**src/rtl/nibble_add_sched_pkg.sv**
```systemverilog
// Shared types and constants for the nibble-serial add scheduler.
package nibble_add_sched_pkg;

  localparam int SLICE_W         = 4;
  localparam int NIBBLES_DEFAULT = 4;

  typedef enum logic [1:0] {
    ST_IDLE = 2'd0,
    ST_RUN  = 2'd1,
    ST_DONE = 2'd2
  } state_e;

endpackage

```
**src/rtl/nibble_add_sched_nibble_adder.sv**
```systemverilog
// Combinational 4-bit ripple-carry slice shared by every nibble of every add.
module nibble_adder
  import nibble_add_sched_pkg::*;
(
  input  logic [SLICE_W-1:0] a_i,
  input  logic [SLICE_W-1:0] b_i,
  input  logic               cin_i,
  output logic [SLICE_W-1:0] sum_o,
  output logic               cout_o
);

  logic [SLICE_W:0] carry;

  always_comb begin
    carry[0] = cin_i;
    for (int i = 0; i < SLICE_W; i++) begin
      sum_o[i]     = a_i[i] ^ b_i[i] ^ carry[i];
      carry[i + 1] = (a_i[i] & b_i[i]) | (carry[i] & (a_i[i] ^ b_i[i]));
    end
    cout_o = carry[SLICE_W];
  end

endmodule

```
**src/rtl/nibble_add_sched.sv**
```systemverilog
// Two-requester adder: round-robin grant, then one nibble per clock through a single slice.
module nibble_add_sched
  import nibble_add_sched_pkg::*;
#(
  parameter int NIBBLES = NIBBLES_DEFAULT
) (
  input  logic                       clk,
  input  logic                       rst_n,
  input  logic                       req0_valid,
  output logic                       req0_ready,
  input  logic [SLICE_W*NIBBLES-1:0] req0_a,
  input  logic [SLICE_W*NIBBLES-1:0] req0_b,
  input  logic                       req0_cin,
  input  logic                       req1_valid,
  output logic                       req1_ready,
  input  logic [SLICE_W*NIBBLES-1:0] req1_a,
  input  logic [SLICE_W*NIBBLES-1:0] req1_b,
  input  logic                       req1_cin,
  output logic                       rsp_valid,
  input  logic                       rsp_ready,
  output logic                       rsp_id,
  output logic [SLICE_W*NIBBLES-1:0] rsp_sum,
  output logic                       rsp_cout,
  output logic                       busy
);

  localparam int W     = SLICE_W * NIBBLES;
  localparam int CNT_W = (NIBBLES > 1) ? $clog2(NIBBLES) : 1;
  localparam logic [CNT_W-1:0] LAST_NIB = CNT_W'(NIBBLES - 1);

  state_e           state_q, state_d;
  logic             ptr_q, ptr_d;
  logic [W-1:0]     a_q, a_d;
  logic [W-1:0]     b_q, b_d;
  logic [W-1:0]     sum_q, sum_d;
  logic             carry_q, carry_d;
  logic             cout_q, cout_d;
  logic             id_q, id_d;
  logic [CNT_W-1:0] cnt_q, cnt_d;

  logic               gnt_id;
  logic [SLICE_W-1:0] slice_a, slice_b, slice_sum;
  logic               slice_cout;

  assign slice_a = a_q[cnt_q*SLICE_W +: SLICE_W];
  assign slice_b = b_q[cnt_q*SLICE_W +: SLICE_W];

  nibble_adder u_slice (
    .a_i    (slice_a),
    .b_i    (slice_b),
    .cin_i  (carry_q),
    .sum_o  (slice_sum),
    .cout_o (slice_cout)
  );

  always_comb begin
    // NOTE: every variable gets a default before the case so no path infers a latch.
    state_d    = state_q;
    ptr_d      = ptr_q;
    a_d        = a_q;
    b_d        = b_q;
    sum_d      = sum_q;
    carry_d    = carry_q;
    cout_d     = cout_q;
    id_d       = id_q;
    cnt_d      = cnt_q;
    gnt_id     = 1'b0;
    req0_ready = 1'b0;
    req1_ready = 1'b0;

    unique case (state_q)
      ST_IDLE: begin
        // Ready is withheld while reset is asserted so no grant can be seen and then dropped.
        if (rst_n && (req0_valid || req1_valid)) begin
          gnt_id  = (req0_valid && req1_valid) ? ptr_q : req1_valid;
          ptr_d   = ~gnt_id;
          id_d    = gnt_id;
          cnt_d   = '0;
          sum_d   = '0;
          cout_d  = 1'b0;
          state_d = ST_RUN;
          if (gnt_id) begin
            req1_ready = 1'b1;
            a_d        = req1_a;
            b_d        = req1_b;
            carry_d    = req1_cin;
          end else begin
            req0_ready = 1'b1;
            a_d        = req0_a;
            b_d        = req0_b;
            carry_d    = req0_cin;
          end
        end
      end
      ST_RUN: begin
        sum_d[cnt_q*SLICE_W +: SLICE_W] = slice_sum;
        carry_d = slice_cout;
        cnt_d   = cnt_q + 1'b1;
        if (cnt_q == LAST_NIB) begin
          cout_d  = slice_cout;
          cnt_d   = '0;
          state_d = ST_DONE;
        end
      end
      ST_DONE: begin
        if (rsp_ready) state_d = ST_IDLE;
      end
      default: state_d = ST_IDLE;
    endcase
  end

  always_ff @(posedge clk) begin
    // NOTE: sequential state uses non-blocking assignments so all registers update together.
    if (!rst_n) begin
      state_q <= ST_IDLE;
      ptr_q   <= 1'b0;
      a_q     <= '0;
      b_q     <= '0;
      sum_q   <= '0;
      carry_q <= 1'b0;
      cout_q  <= 1'b0;
      id_q    <= 1'b0;
      cnt_q   <= '0;
    end else begin
      state_q <= state_d;
      ptr_q   <= ptr_d;
      a_q     <= a_d;
      b_q     <= b_d;
      sum_q   <= sum_d;
      carry_q <= carry_d;
      cout_q  <= cout_d;
      id_q    <= id_d;
      cnt_q   <= cnt_d;
    end
  end

  assign rsp_valid = (state_q == ST_DONE);
  assign busy      = (state_q != ST_IDLE);
  assign rsp_sum   = sum_q;
  assign rsp_cout  = cout_q;
  assign rsp_id    = id_q;

endmodule

```
**config.mk**
```make
export PLATFORM = sky130hd
export DESIGN_NAME = nibble_add_sched
export DESIGN_NICKNAME = d
export VERILOG_FILES = /design/src/rtl/nibble_add_sched_pkg.sv /design/src/rtl/nibble_add_sched_nibble_adder.sv /design/src/rtl/nibble_add_sched.sv
export SDC_FILE = /design/constraint.sdc
export NUM_CORES = 1
export LEC_CHECK = 0
export ABC_CLOCK_PERIOD_IN_PS = 3500
export CAP_MARGIN = 25
export CORE_MARGIN = 3
export CORE_UTILIZATION = 47
export DETAILED_ROUTE_END_ITERATION = 7
export PLACE_DENSITY = 0.8
export SETUP_SLACK_MARGIN = 0.4
export SLEW_MARGIN = 5
export SYNTH_ARGS = -nofsm -noshare
export SYNTH_HDL_FRONTEND = slang
export SYNTH_SLANG_ARGS = --single-unit
```
**constraint.sdc**
```tcl
create_clock -name clk -period 3.5 [get_ports clk]
set_input_delay 0.7 -clock clk [delete_from_list [all_inputs] [get_ports clk]]
set_output_delay 0.7 -clock clk [all_outputs]
set_load 0.05 [all_outputs]
```
### After elaboration in Yosys (flattened, before gate mapping)

Index checks and enable logic that the tools add are counted.

* register bits: 56
* input bits: 71
* output and inout port bits: 22
* word-level logic and storage cells: 77

* add/sub/neg operators: 2
* equality and inequality tests: 6
* shift-type cells: 4
* mux-type cells: 25
* bitwise operators: 21
* reduce and logical (&&, ||, !) cells: 10

Operators by type and width (number)
* $mux W16: 3
* $neg A4 Y34: 1
* $shift A4 B34 Y16 const A: 1
* $shiftx A4 B34 Y16: 1
* $pmux W16 S2: 1
* $shiftx A16 B5 Y4: 2
* $bwmux W16: 1
* $mux W1: 11
* $mux W2: 5
* $and A1 B1 Y1: 8
* $xor A1 B1 Y1: 8
* $pmux W2 S3: 1
* $reduce_and A3 Y1: 2
* $eq A2 B2 Y1 const B: 2
* $ne A2 B2 Y1 const B: 2
* $or A1 B1 Y1: 4
* $pmux W1 S2: 2
* $pmux W2 S2: 1
* $reduce_and A2 Y1: 2
* $reduce_bool A2 Y1: 2
* $add A2 B1 Y2 const B: 1
* $eq A2 B1 Y1 const B: 1
* $logic_and A1 B1 Y1: 2
* $logic_not A2 Y1: 1
* 3 further kinds: 3

### Depth between registers and ports, before layout

* depth after elaboration: 12
* gate-level depth with buffers: 13
* gate-level depth less buffers: 12

### By module

A second synthesis with hierarchy kept.

* cell total of the unflattened synthesis: 291
* area, all modules: 2862.7 sq um

By module, submodules not included
* nibble_add_sched: times used 1, cells an instance 277, area each 2745.1 sq um, seq. area each 1121.1 sq um
* nibble_adder: times used 1, cells an instance 14, area each 117.6 sq um, seq. area each 0.0 sq um

### Least setup slack after synthesis

Ideal clock, no wire load.

* kind: register to register
* from: register cnt_q[0]
* to: register sum_q[15] (netlist: rsp_sum[15])
* library setup time: 0.117 ns
* arrival: 2.794 ns
* required time: 3.383 ns
* path slack: 0.589 ns
* cell stages (with the launch flop): 12
* buffers on the path: 1
* period minus slack after synthesis: 2.911 ns
* cell sequence: dfxtp_1 buf_2 mux4_2 inv_1 fa_1 inv_1 fa_1 inv_1 fa_1 inv_1 fa_1 a22o_1

* cells in the longest elaborated chain, start to end: 12
* elaborated cells between the ends (all ways): 24
* classes of those cells: add/sub: 1; shift: 4; mux: 2; bitwise: 17

RTL lines
* from (decl): RTL line nibble_add_sched.sv:39 `logic [CNT_W-1:0] cnt_q, cnt_d;`
* from (signal assigned): RTL line nibble_add_sched.sv:133 `cnt_q <= cnt_d;`
* $shiftx A16 B5 Y4 (on tied branches): RTL line nibble_add_sched.sv:45, nibble_add_sched.sv:46
* $xor A1 B1 Y1: RTL line nibble_add_sched_nibble_adder.sv:17, nibble_add_sched_nibble_adder.sv:18
* $and A1 B1 Y1: RTL line nibble_add_sched_nibble_adder.sv:18 `carry[i + 1] = (a_i[i] & b_i[i]) | (carry[i] & (a_i[i] ^ b_i[i]));`
* $or A1 B1 Y1: RTL line nibble_add_sched_nibble_adder.sv:18
* $and A1 B1 Y1: RTL line nibble_add_sched_nibble_adder.sv:18
* $or A1 B1 Y1: RTL line nibble_add_sched_nibble_adder.sv:18
* $and A1 B1 Y1: RTL line nibble_add_sched_nibble_adder.sv:18
* $or A1 B1 Y1: RTL line nibble_add_sched_nibble_adder.sv:18
* $xor A1 B1 Y1: RTL line nibble_add_sched_nibble_adder.sv:17 `sum_o[i] = a_i[i] ^ b_i[i] ^ carry[i];`
* $shiftx A4 B34 Y16: RTL line nibble_add_sched.sv:96 `sum_d[cnt_q*SLICE_W +: SLICE_W] = slice_sum;`
* $bwmux W16 (*): RTL line nibble_add_sched.sv:96
* $pmux W16 S2 (*): RTL line nibble_add_sched.sv:71 `unique case (state_q)`
* to (signal assigned): RTL line nibble_add_sched.sv:129 `sum_q <= sum_d;`
* to (decl): RTL line nibble_add_sched.sv:35 `logic [W-1:0] sum_q, sum_d;`

Every way passes the cells marked *; elsewhere a longest branch is shown, timed or not.
A chain may end at the register's enable or synchronous reset.

### Worst setup path in the final report

* from: input rst_n
* to: output req1_ready

* cells in the longest elaborated chain, start to end: 3

RTL lines
* from (decl): RTL line nibble_add_sched.sv:8 `input logic rst_n,`
* $logic_and A1 B1 Y1: RTL line nibble_add_sched.sv:74 `if (rst_n && (req0_valid || req1_valid)) begin`
* $mux W1: RTL line nibble_add_sched.sv:74
* $mux W1: RTL line nibble_add_sched.sv:71
* to (decl): RTL line nibble_add_sched.sv:15 `output logic req1_ready,`

Every way passes these cells.

==> results.cfg <==
[run_status]
outcome = completed

[sta]
slew_headroom_pct = 48.25
slew_violations = 0
clock.fmax_mhz = 341.0
fin_tns_setup_ns = 0
finalHoldViolCount = 0
setup_viol_count_final = 0
rsz0062_at_grt = no
min_period_ns = 2.933
fin_crit_sh_pct = 83.79
holdWs_ns = 0.4748
finalClockSkew_ns = 0.01003
tightest_slew_ns = 0.7762

[layout]
diodes = 0
area_growth_pct = 34.59
drive_gt1_share_pct = 17.37
stdcell_area_um2 = 3988
post-route-util_pct = 66.18
nets = 437

[die]
die_area_um2 = 7292
fp.dieH_um = 85.40
initial_core_util_pct = 49.17
core_area_um2 = 6026
pin_count = 93
rows = 28
die_w_um = 85.40

[worst_setup_path]
start_kind = input pin
cp.required_ns = 2.80
path_max_fanout = 7
end_kind = primary output
criticalPathCategory = input pin to primary output
crit_arrival_ns = 2.23

[detailed_routing]
drc = 0
drt_iter0_drc = 89
avgViaCountPerCell = 5.412
firstDrtPassIters = 4
postRouteWirelength_um = 6766
wl_per_cell_um = 15.66
antenna_left = 0
dr_total_vias = 2338

[logic_synthesis]
synth_ff_type = dfxtp_1
synth_area_per_cell_um2 = 10.85
ys_ff_latch = 56
synthDistinctLibCells = 43
synth-warning-count = 0
synth_seq_area_share_pct = 37.84
synth_area_um2 = 2963
synth_edf_count = 0
synth_async_sr_flop_share_pct = 0
syn_inst = 273
synth_nets = 353

[placement]
dp_hpwl_um = 5237
io_buffers = 92
dpl-instance-area_um2 = 3891
gp_congestion = 0.8349

[grt]
antenna_found_initial = 0
grt_first_pass_wirelength_um = 11390
grt_max_degree = 67
grt.overflow.total = 0
track_usage_pct = 19.38
grt_pass1_vias = 2310

[clock_tree]
cts_max_level = 2
post-cts-setup-buffers = 0
tritoncts = done
cts_resized = 0
hold_buffers = 0
cts_buffers = 5
clock-sinks = 56
root_buffer = clkbuf_8
clk_pin_slew_ns = 0.10
insertion_delay_ns = 0.31
clockBufferDepth = 2

[power_and_ir_drop]
switching_share_pct = 30.57
p_switching_uw = 481.4
power.density_nw_per_um2 = 394.9
pwr-share-clk_pct = 23.8
ir_drop_mv = 0.2456
p_int_uw = 1093
pwr-share-seq_pct = 46.3
finalPower_uw = 1575
p_leak_uw = 0.001539
pwr-share-comb_pct = 29.9

[hold_path]
holdCritPathClass = flip-flop to flip-flop

[flow_run]
max_cap_violations = 0
==> cell usage in the layout, fill, tap and decap left out, types with 7 or more instances in the layout <==
cell,count
dfxtp_1,56
clkbuf_8,7
a211oi_2,32
nor2_1,37
clkdlybuf4s50_1,90
inv_1,12
mux4_2,8
mux2i_1,32
a22o_1,8
o2bb2ai_1,8
==> cell type report <==
class,count,area (um2)
clock buffers,7,96.34
repair buffers,97,978.4
flip-flops and latches,56,1121
inverters,13,48.80
multi-input cells,184,1649
fillers,503,2038
well taps,75,93.84
==> state kept, by name, summed over array words and instances (netlist names) <==
signal and cells:
ptr_q 1, rsp_sum 16, a_q 16, b_q 16, carry_q 1, cnt_q 2
state_q 2, rsp_cout 1, rsp_id 1
==> cell families (layout without fill, tap and decap cells) <==
kind of cell	count (synthesis)	count (layout)	synth area share, %
compound gates	63	63	21.28
fa+ha+maj	9	9	4.814
buf+inv	33	117	7.052
flops	56	56	37.84
mux	40	40	16.89
simple gates	72	72	12.12
==> Yosys cell counts, types with 2 or more instances <==
master,instances,area (um2)
dfxtp_1,56,1121
inv_1,12,45.04
a31oi_1,2,12.51
o21ai_0,2,10.01
buf_2,2,10.01
a22o_1,8,70.07
mux2i_1,32,320.3
nand4b_1,2,17.52
nor3_1,4,20.02
a21oi_1,6,30.03
fa_1,4,80.08
nand2_1,4,15.01
ha_1,5,62.56
buf_6,9,101.4
o2bb2ai_1,8,70.07
nor2_1,37,138.9
nor2_2,2,12.51
nand3_1,5,25.02
clkbuf_1,4,15.01
buf_4,3,22.52
and2b_1,2,15.01
nand2b_1,5,31.28
mux4_2,8,180.2
a211oi_2,32,400.4
==> worst paths after layout <==
check / slack, ns / start / depth (start not counted) / endpoint
setup / recovery: 0.57 / rst_n / 5 / req1_ready
hold / removal: 0.47 / rsp_sum[8] / 1 / rsp_sum[8]
setup reg to reg: 0.63 / cnt_q[0] / 10 / rsp_sum[15]
hold reg to reg: 0.47 / rsp_sum[8] / 1 / rsp_sum[8]
==> stage by stage <==
stage	setup slack (ns)	cells
detailed placement	0.5742	425
global route	0.4639	432
global placement	0.6118	425
finish	0.5675	432
floorplan	0.5887	273
CTS	0.5578	432
==> power by group through the flow <==
stage          sequential (uW)  clock (uW)  combinational [uW]
5_1_grt                    736         402                 510
6_report                   729         375                 471
3_3_place_gp               743           0                 457
3_5_place_dp               743           0                 470
4_1_cts                    729         378                 473
2_1_floorplan              738           0                 319
==> layer usage <==
layer  wire length [um]  vias to the layer above  GRT usage (%)
li1                   -                     1164              -
met1               2998                     1101          25.35
met5                  0                        -              0
met3                330                        6          4.757
met2               3377                       67          33.26
met4                 60                        0          2.590
==> critical path, cell delays in order <==
cell	delay [ns]
clkdlybuf4s50_1	0.58
o21ai_0	0.21
or2_1	0.36
nor2_2	0.22
buf_12	0.17
Power figures use the tool's default switching activity.
